**config.mk**
```make
export PLATFORM = sky130hd
export DESIGN_NAME = rx_uart_frame
export DESIGN_NICKNAME = d
export VERILOG_FILES = /design/src/rtl/rx_uart_frame.sv
export SDC_FILE = /design/constraint.sdc
export NUM_CORES = 1
export LEC_CHECK = 0
export CORE_AREA = 2 2 54 56
export DETAILED_ROUTE_END_ITERATION = 10
export DIE_AREA = 0 0 56 58
export GPL_TIMING_DRIVEN = 0
export MAX_ROUTING_LAYER = met4
export PLACE_DENSITY = 0.81
export SYNTH_ARGS = -nofsm -noshare
export SYNTH_HDL_FRONTEND = slang
export SYNTH_SLANG_ARGS = --single-unit
```
**constraint.sdc**
```tcl
create_clock -name baud_clk -period 4 [get_ports baud_clk]
set_clock_uncertainty 0.05 [all_clocks]
set_input_delay 0.4 -clock baud_clk [delete_from_list [all_inputs] [get_ports baud_clk]]
set_output_delay 0.4 -clock baud_clk [all_outputs]
set_load 0.1 [all_outputs]
```
**src/rtl/rx_uart_frame.sv**
```systemverilog
// rx_uart_frame: oversampling receiver for start/8 data LSB-first/parity/stop.
// Optional 2-of-3 majority sampling when UART_RX_MAJORITY_EN is defined.
// Ports:
//   baud_clk     clock, OVERSAMPLE x bit rate
//   rst          synchronous active-high reset
//   serial_in    asynchronous line input, idles high
//   Parity       0 = even, 1 = odd
//   parallel_out last received byte
//   data_valid   one-cycle strobe per completed frame
//   parity_err   parity mismatch on last frame
//   frame_err    stop bit sampled low on last frame
//   busy         high in every state except IDLE
module rx_uart_frame #(
  parameter int OVERSAMPLE  = 16,
  parameter int SYNC_STAGES = 2
) (
  input  logic       baud_clk,
  input  logic       rst,
  input  logic       serial_in,
  input  logic       Parity,
  output logic [7:0] parallel_out,
  output logic       data_valid,
  output logic       parity_err,
  output logic       frame_err,
  output logic       busy
);

  localparam int CW = $clog2(OVERSAMPLE);
  localparam logic [CW-1:0] MID  = CW'(OVERSAMPLE / 2 - 1);
  localparam logic [CW-1:0] LAST = CW'(OVERSAMPLE - 1);

  typedef enum logic [2:0] {
    WAIT_IDLE, IDLE, START, DATA, PAR, STOP, DONE
  } state_t;

  state_t          state, state_n;
  logic [CW-1:0]   cnt, cnt_n;
  logic [2:0]      idx, idx_n;
  logic [7:0]      shreg, shreg_n;
  logic            pbit, pbit_n;
  logic            sbit, sbit_n;
  logic [7:0]      pout_n;
  logic            perr_n, ferr_n, dv_n;

  logic [SYNC_STAGES-1:0] sync_q;
  logic                   rx;
  logic                   smp;

  always_ff @(posedge baud_clk) begin
    if (rst) sync_q <= '1;
    else     sync_q <= {sync_q[SYNC_STAGES-2:0], serial_in};
  end

  assign rx = sync_q[SYNC_STAGES-1];

`ifdef UART_RX_MAJORITY_EN
  // The "mid+1" vote is taken from the previous synchroniser stage,
  // which already holds next cycle's value, so voting costs no latency.
  logic rx_d;
  logic ahead;

  assign ahead = sync_q[SYNC_STAGES-2];

  always_ff @(posedge baud_clk) begin
    if (rst) rx_d <= 1'b1;
    else     rx_d <= rx;
  end

  assign smp = (rx_d & rx) | (rx_d & ahead) | (rx & ahead);
`else
  assign smp = rx;
`endif

  always_ff @(posedge baud_clk) begin
    if (rst) begin
      state        <= WAIT_IDLE;
      cnt          <= '0;
      idx          <= '0;
      shreg        <= '0;
      pbit         <= 1'b0;
      sbit         <= 1'b0;
      parallel_out <= '0;
      parity_err   <= 1'b0;
      frame_err    <= 1'b0;
      data_valid   <= 1'b0;
    end else begin
      state        <= state_n;
      cnt          <= cnt_n;
      idx          <= idx_n;
      shreg        <= shreg_n;
      pbit         <= pbit_n;
      sbit         <= sbit_n;
      parallel_out <= pout_n;
      parity_err   <= perr_n;
      frame_err    <= ferr_n;
      data_valid   <= dv_n;
    end
  end

  always_comb begin
    state_n = state;
    cnt_n   = cnt + CW'(1);
    idx_n   = idx;
    shreg_n = shreg;
    pbit_n  = pbit;
    sbit_n  = sbit;
    pout_n  = parallel_out;
    perr_n  = parity_err;
    ferr_n  = frame_err;
    dv_n    = 1'b0;
    unique case (state)
      WAIT_IDLE: if (rx) state_n = IDLE;
      IDLE: begin
        if (!rx) begin
          cnt_n   = '0;
          state_n = START;
        end
      end
      START: begin
        if (cnt == MID) begin
          if (smp) begin
            state_n = IDLE;
          end else begin
            cnt_n   = '0;
            idx_n   = '0;
            state_n = DATA;
          end
        end
      end
      DATA: begin
        if (cnt == LAST) begin
          cnt_n          = '0;
          shreg_n[idx]   = smp;
          idx_n          = idx + 3'd1;
          if (idx == 3'd7) state_n = PAR;
        end
      end
      PAR: begin
        if (cnt == LAST) begin
          cnt_n   = '0;
          pbit_n  = smp;
          state_n = STOP;
        end
      end
      STOP: begin
        if (cnt == LAST) begin
          sbit_n  = smp;
          state_n = DONE;
        end
      end
      DONE: begin
        pout_n  = shreg;
        perr_n  = ((^shreg) ^ Parity) != pbit;
        ferr_n  = ~sbit;
        dv_n    = 1'b1;
        // A low stop bit may be a break; wait for the line to recover.
        state_n = sbit ? IDLE : WAIT_IDLE;
      end
      default: state_n = WAIT_IDLE;
    endcase
  end

  assign busy = (state != IDLE);

endmodule

```
==> key figures <==
Detailed routing
  • ANT nets after route: 0
  • Vias/cell: 5.46
  • Routed vias: 1256
  • Remaining DRCs: 0
  • 1st-iter DRT viols: 36
  • Final WL: 3150 um
  • Average wire per standard cell: 13.7 um
  • TritonRoute pass-1 iters: 5

Min path
  • Hold crit path type: flip-flop to flip-flop
  • Depth of the worst hold-timing path: 1
  • Hold wc startpoint: sync_q[0]
  • Worst Hold End: sync_q[1]

Clock network
  • CTS Buf Count: 5
  • Clock Tree Buf Depth: 2
  • Cts hold-fix bufs: 0
  • Post-CTS Resized: 0
  • H-tree levels: 2
  • CTS root buffer: clkbuf_4
  • CTS tree: yes
  • Clock sinks: 33
  • Clk Latency, worst-skew pair: 0.35 ns
  • Clock transition at path regs: 0.11 ns
  • Post-CTS Setup Bufs: 0

Worst setup path
  • Crit-path cells: buf_2 > nor2b_1 > nand2b_1 > clkdlybuf4s50_1
  • R2R depth: 7
  • Critical path required time: 3.55 ns
  • Crit path depth: 4
  • Endpoint type of the worst setup path: output pin
  • CP max-delay cell: clkdlybuf4s50_1
  • Worst Path Buf+Inv: 2
  • FF-to-FF setup slack: 2.24 ns
  • Critical Path AT: 2.41 ns
  • CP Class: flip-flop to output pin
  • Max FO, Critical Path: 10
  • Worst r2r src: cnt[0]
  • Slowest stage delay, CP: 0.97 ns
  • Crit start category: flip-flop
  • Crit path max-delay family: buffers and inverters
  • Reg2reg end: state[0]

Cells and area
  • Most frequent cells in the layout: dfxtp_1, nand2_1, nor2_1
  • P&R area growth vs syn: 17.9%
  • Most common cell after layout, fill and taps aside: dfxtp_1
  • ANT cells: 0
  • Net count, final: 205
  • Layout cell share with drive strength beyond 1: 12.1%
  • Fillers: 229
  • Layout Cells excl Fill: 230

STA
  • Final setup fails: 0
  • WHS: 0.361 ns
  • Slew at the pin closest to its max-slew limit: 0.974 ns
  • Setup WS post-layout: 1.14 ns
  • Fmax: 349 MHz
  • Final Hold Vio Count: 0
  • Slew Limit Fails: 0
  • Fin crit share: 71.6%
  • Rel. slew slack: 34.8%
  • Final worst path period need: 2.86 ns
  • RSZ-0062 raised after global routing: no
  • Setup TNS: 0 ns

Power and ir drop
  • Int Pwr: 587 uW
  • P per Cell Area: 482 nW/um2
  • Clock share of power: 30.9%
  • Pwr Total: 868 uW
  • Static Leakage: 0.735 nW
  • Switching Share: 32.3%
  • Gate power share: 27.1%
  • Psw: 280 uW
  • Seq pwr share: 42.1%
  • VDD IR max: 0.000578 V

Die
  • Die Y: 58 um
  • Chip width: 56 um
  • Full die area: 3250 um2
  • # rows: 19
  • Ports: 16
  • Core Footprint: 2660 um2
  • Initial Utilization: 57.4%

Place
  • Inst Count DP: 222
  • Gpl congestion: 0.892
  • Port Buffers: 15
  • DP Worst Slack: 1.53 ns
  • Detailed Place HPWL: 2240 um

Flow run
  • Maxcap violations: 0

Logic synthesis
  • Synth area leaders: dfxtp_1, nand2_1, mux2i_1, nor2_1, xnor2_1
  • Synthesized area: 1530 um2
  • Synth cell types: 35
  • Share of the synthesized area in the top cell type: 43.2%
  • Sequential share of the synthesized area: 43.2%
  • Post-Syn Nets: 183
  • Avg Cell Area, Syn: 8.68 um2
  • Largest area contributor in the netlist: dfxtp_1
  • Synth Register Bits: 33
  • Synth Instances: 176
  • Synth warn: 0

Status
  • Status: finished clean

GRT
  • First-pass GRT wire length: 5580 um
  • Largest net degree at the start of global routing: 11
  • Vias in the first global route: 1258
  • Total congestion overflow: 0
  • Initial antenna violation count: 0
  • Total Routing Usage GR: 23.0%
-- worst register-to-register path, cell delays in order (launching register included) --
cell,delay (ns)
dfxtp_1,0.37
ha_1,0.24
and3_1,0.19
buf_6,0.15
o21ai_4,0.08
a211oi_4,0.30
mux2i_1,0.23
nor2_1,0.05
-- power groups by stage --
| stage | combinational (mW) | clock (mW) | sequential, mW |
|---|---|---|---|
| 3_3_place_gp | 0.227 | 0 | 0.372 |
| 3_5_place_dp | 0.231 | 0 | 0.373 |
| 6_report | 0.235 | 0.268 | 0.365 |
| 4_1_cts | 0.234 | 0.271 | 0.365 |
| 5_1_grt | 0.257 | 0.280 | 0.370 |
| 2_1_floorplan | 0.193 | 0 | 0.370 |
-- how the worst max path moves through the flow --
| stage | from | endpoint | slack [ns] |
|---|---|---|---|
| after global placement | state[0] | busy | 1.55 |
| final | state[0] | busy | 1.14 |
| after detailed placement | state[0] | busy | 1.53 |
| after CTS | state[0] | busy | 1.13 |
| after global routing | state[0] | busy | 1.04 |
| after floorplan | state[0] | cnt[2] | 2.08 |
-- per-layer routing --
metal / global-route usage, % / part of all wire (%) / vias up / wire length, um
met5: - / 0 / - / 0
met4: 8.16 / 1.6 / 0 / 50
met3: 7.37 / 3.6 / 8 / 112
met2: 37.5 / 49 / 19 / 1540
met1: 26.9 / 46 / 601 / 1440
li1: - / - / 628 / -
-- flip-flops by register name, indices dropped and copies added (netlist names) --
name / count
parallel_out: 8
shreg: 8
cnt: 4
idx: 3
state: 3
sync_q: 2
data_valid: 1
frame_err: 1
parity_err: 1
pbit: 1
sbit: 1
-- through the flow --
stage / cell area, um2 / util (%)
floorplan: 1530 / -
global placement: 1720 / 64.5
detailed placement: 1720 / 64.5
CTS: 1800 / 67.7
finish: 1800 / 67.7
global route: 1800 / 67.7
-- Yosys cell counts --
| cell | instances |
|---|---|
| a211oi_1 | 1 |
| a211oi_2 | 1 |
| a211oi_4 | 1 |
| a21oi_1 | 16 |
| a22oi_1 | 1 |
| a31o_2 | 1 |
| and3_1 | 2 |
| and3b_1 | 1 |
| buf_2 | 3 |
| buf_4 | 1 |
| buf_6 | 1 |
| clkbuf_1 | 4 |
| dfxtp_1 | 33 |
| ha_1 | 3 |
| inv_1 | 2 |
| mux2i_1 | 10 |
| nand2_1 | 29 |
| nand2b_1 | 1 |
| nand2b_2 | 1 |
| nand3_1 | 7 |
| nand3b_4 | 1 |
| nand4_1 | 2 |
| nor2_1 | 25 |
| nor2b_1 | 4 |
| nor3_1 | 2 |
| nor3_2 | 1 |
| nor3b_2 | 1 |
| o21a_1 | 1 |
| o21ai_0 | 1 |
| o21ai_4 | 1 |
| o22ai_1 | 1 |
| o31ai_1 | 1 |
| or2_2 | 4 |
| xnor2_1 | 10 |
| xor2_1 | 2 |
-- layout make-up --
type	instances	area (um2)	share of cell area [%]
well taps	31	38.8	2.15
clock inverters	1	30.0	1.67
clock buffers	7	55.1	3.06
flip-flops and latches	33	661	36.7
inverters	2	7.51	0.417
plain buffers	9	48.8	2.71
repair buffers	15	150	8.33
multi-input cells	132	811	45.0
-- cells by family (layout without fill, tap and decap cells) --
kind of cell | count (synthesis) | count (layout) | synth area share [%]
XOR/XNOR | 12 | 12 | 6.88
adder cells (fa/ha/maj) | 3 | 3 | 2.46
AO/OA/AOI/OAI | 26 | 26 | 11.7
buffers and inverters | 11 | 34 | 3.69
AND/OR/NAND/NOR | 81 | 81 | 25.5
multiplexers | 10 | 10 | 6.55
flip-flops | 33 | 33 | 43.2
(Power assumes the default switching activity.)
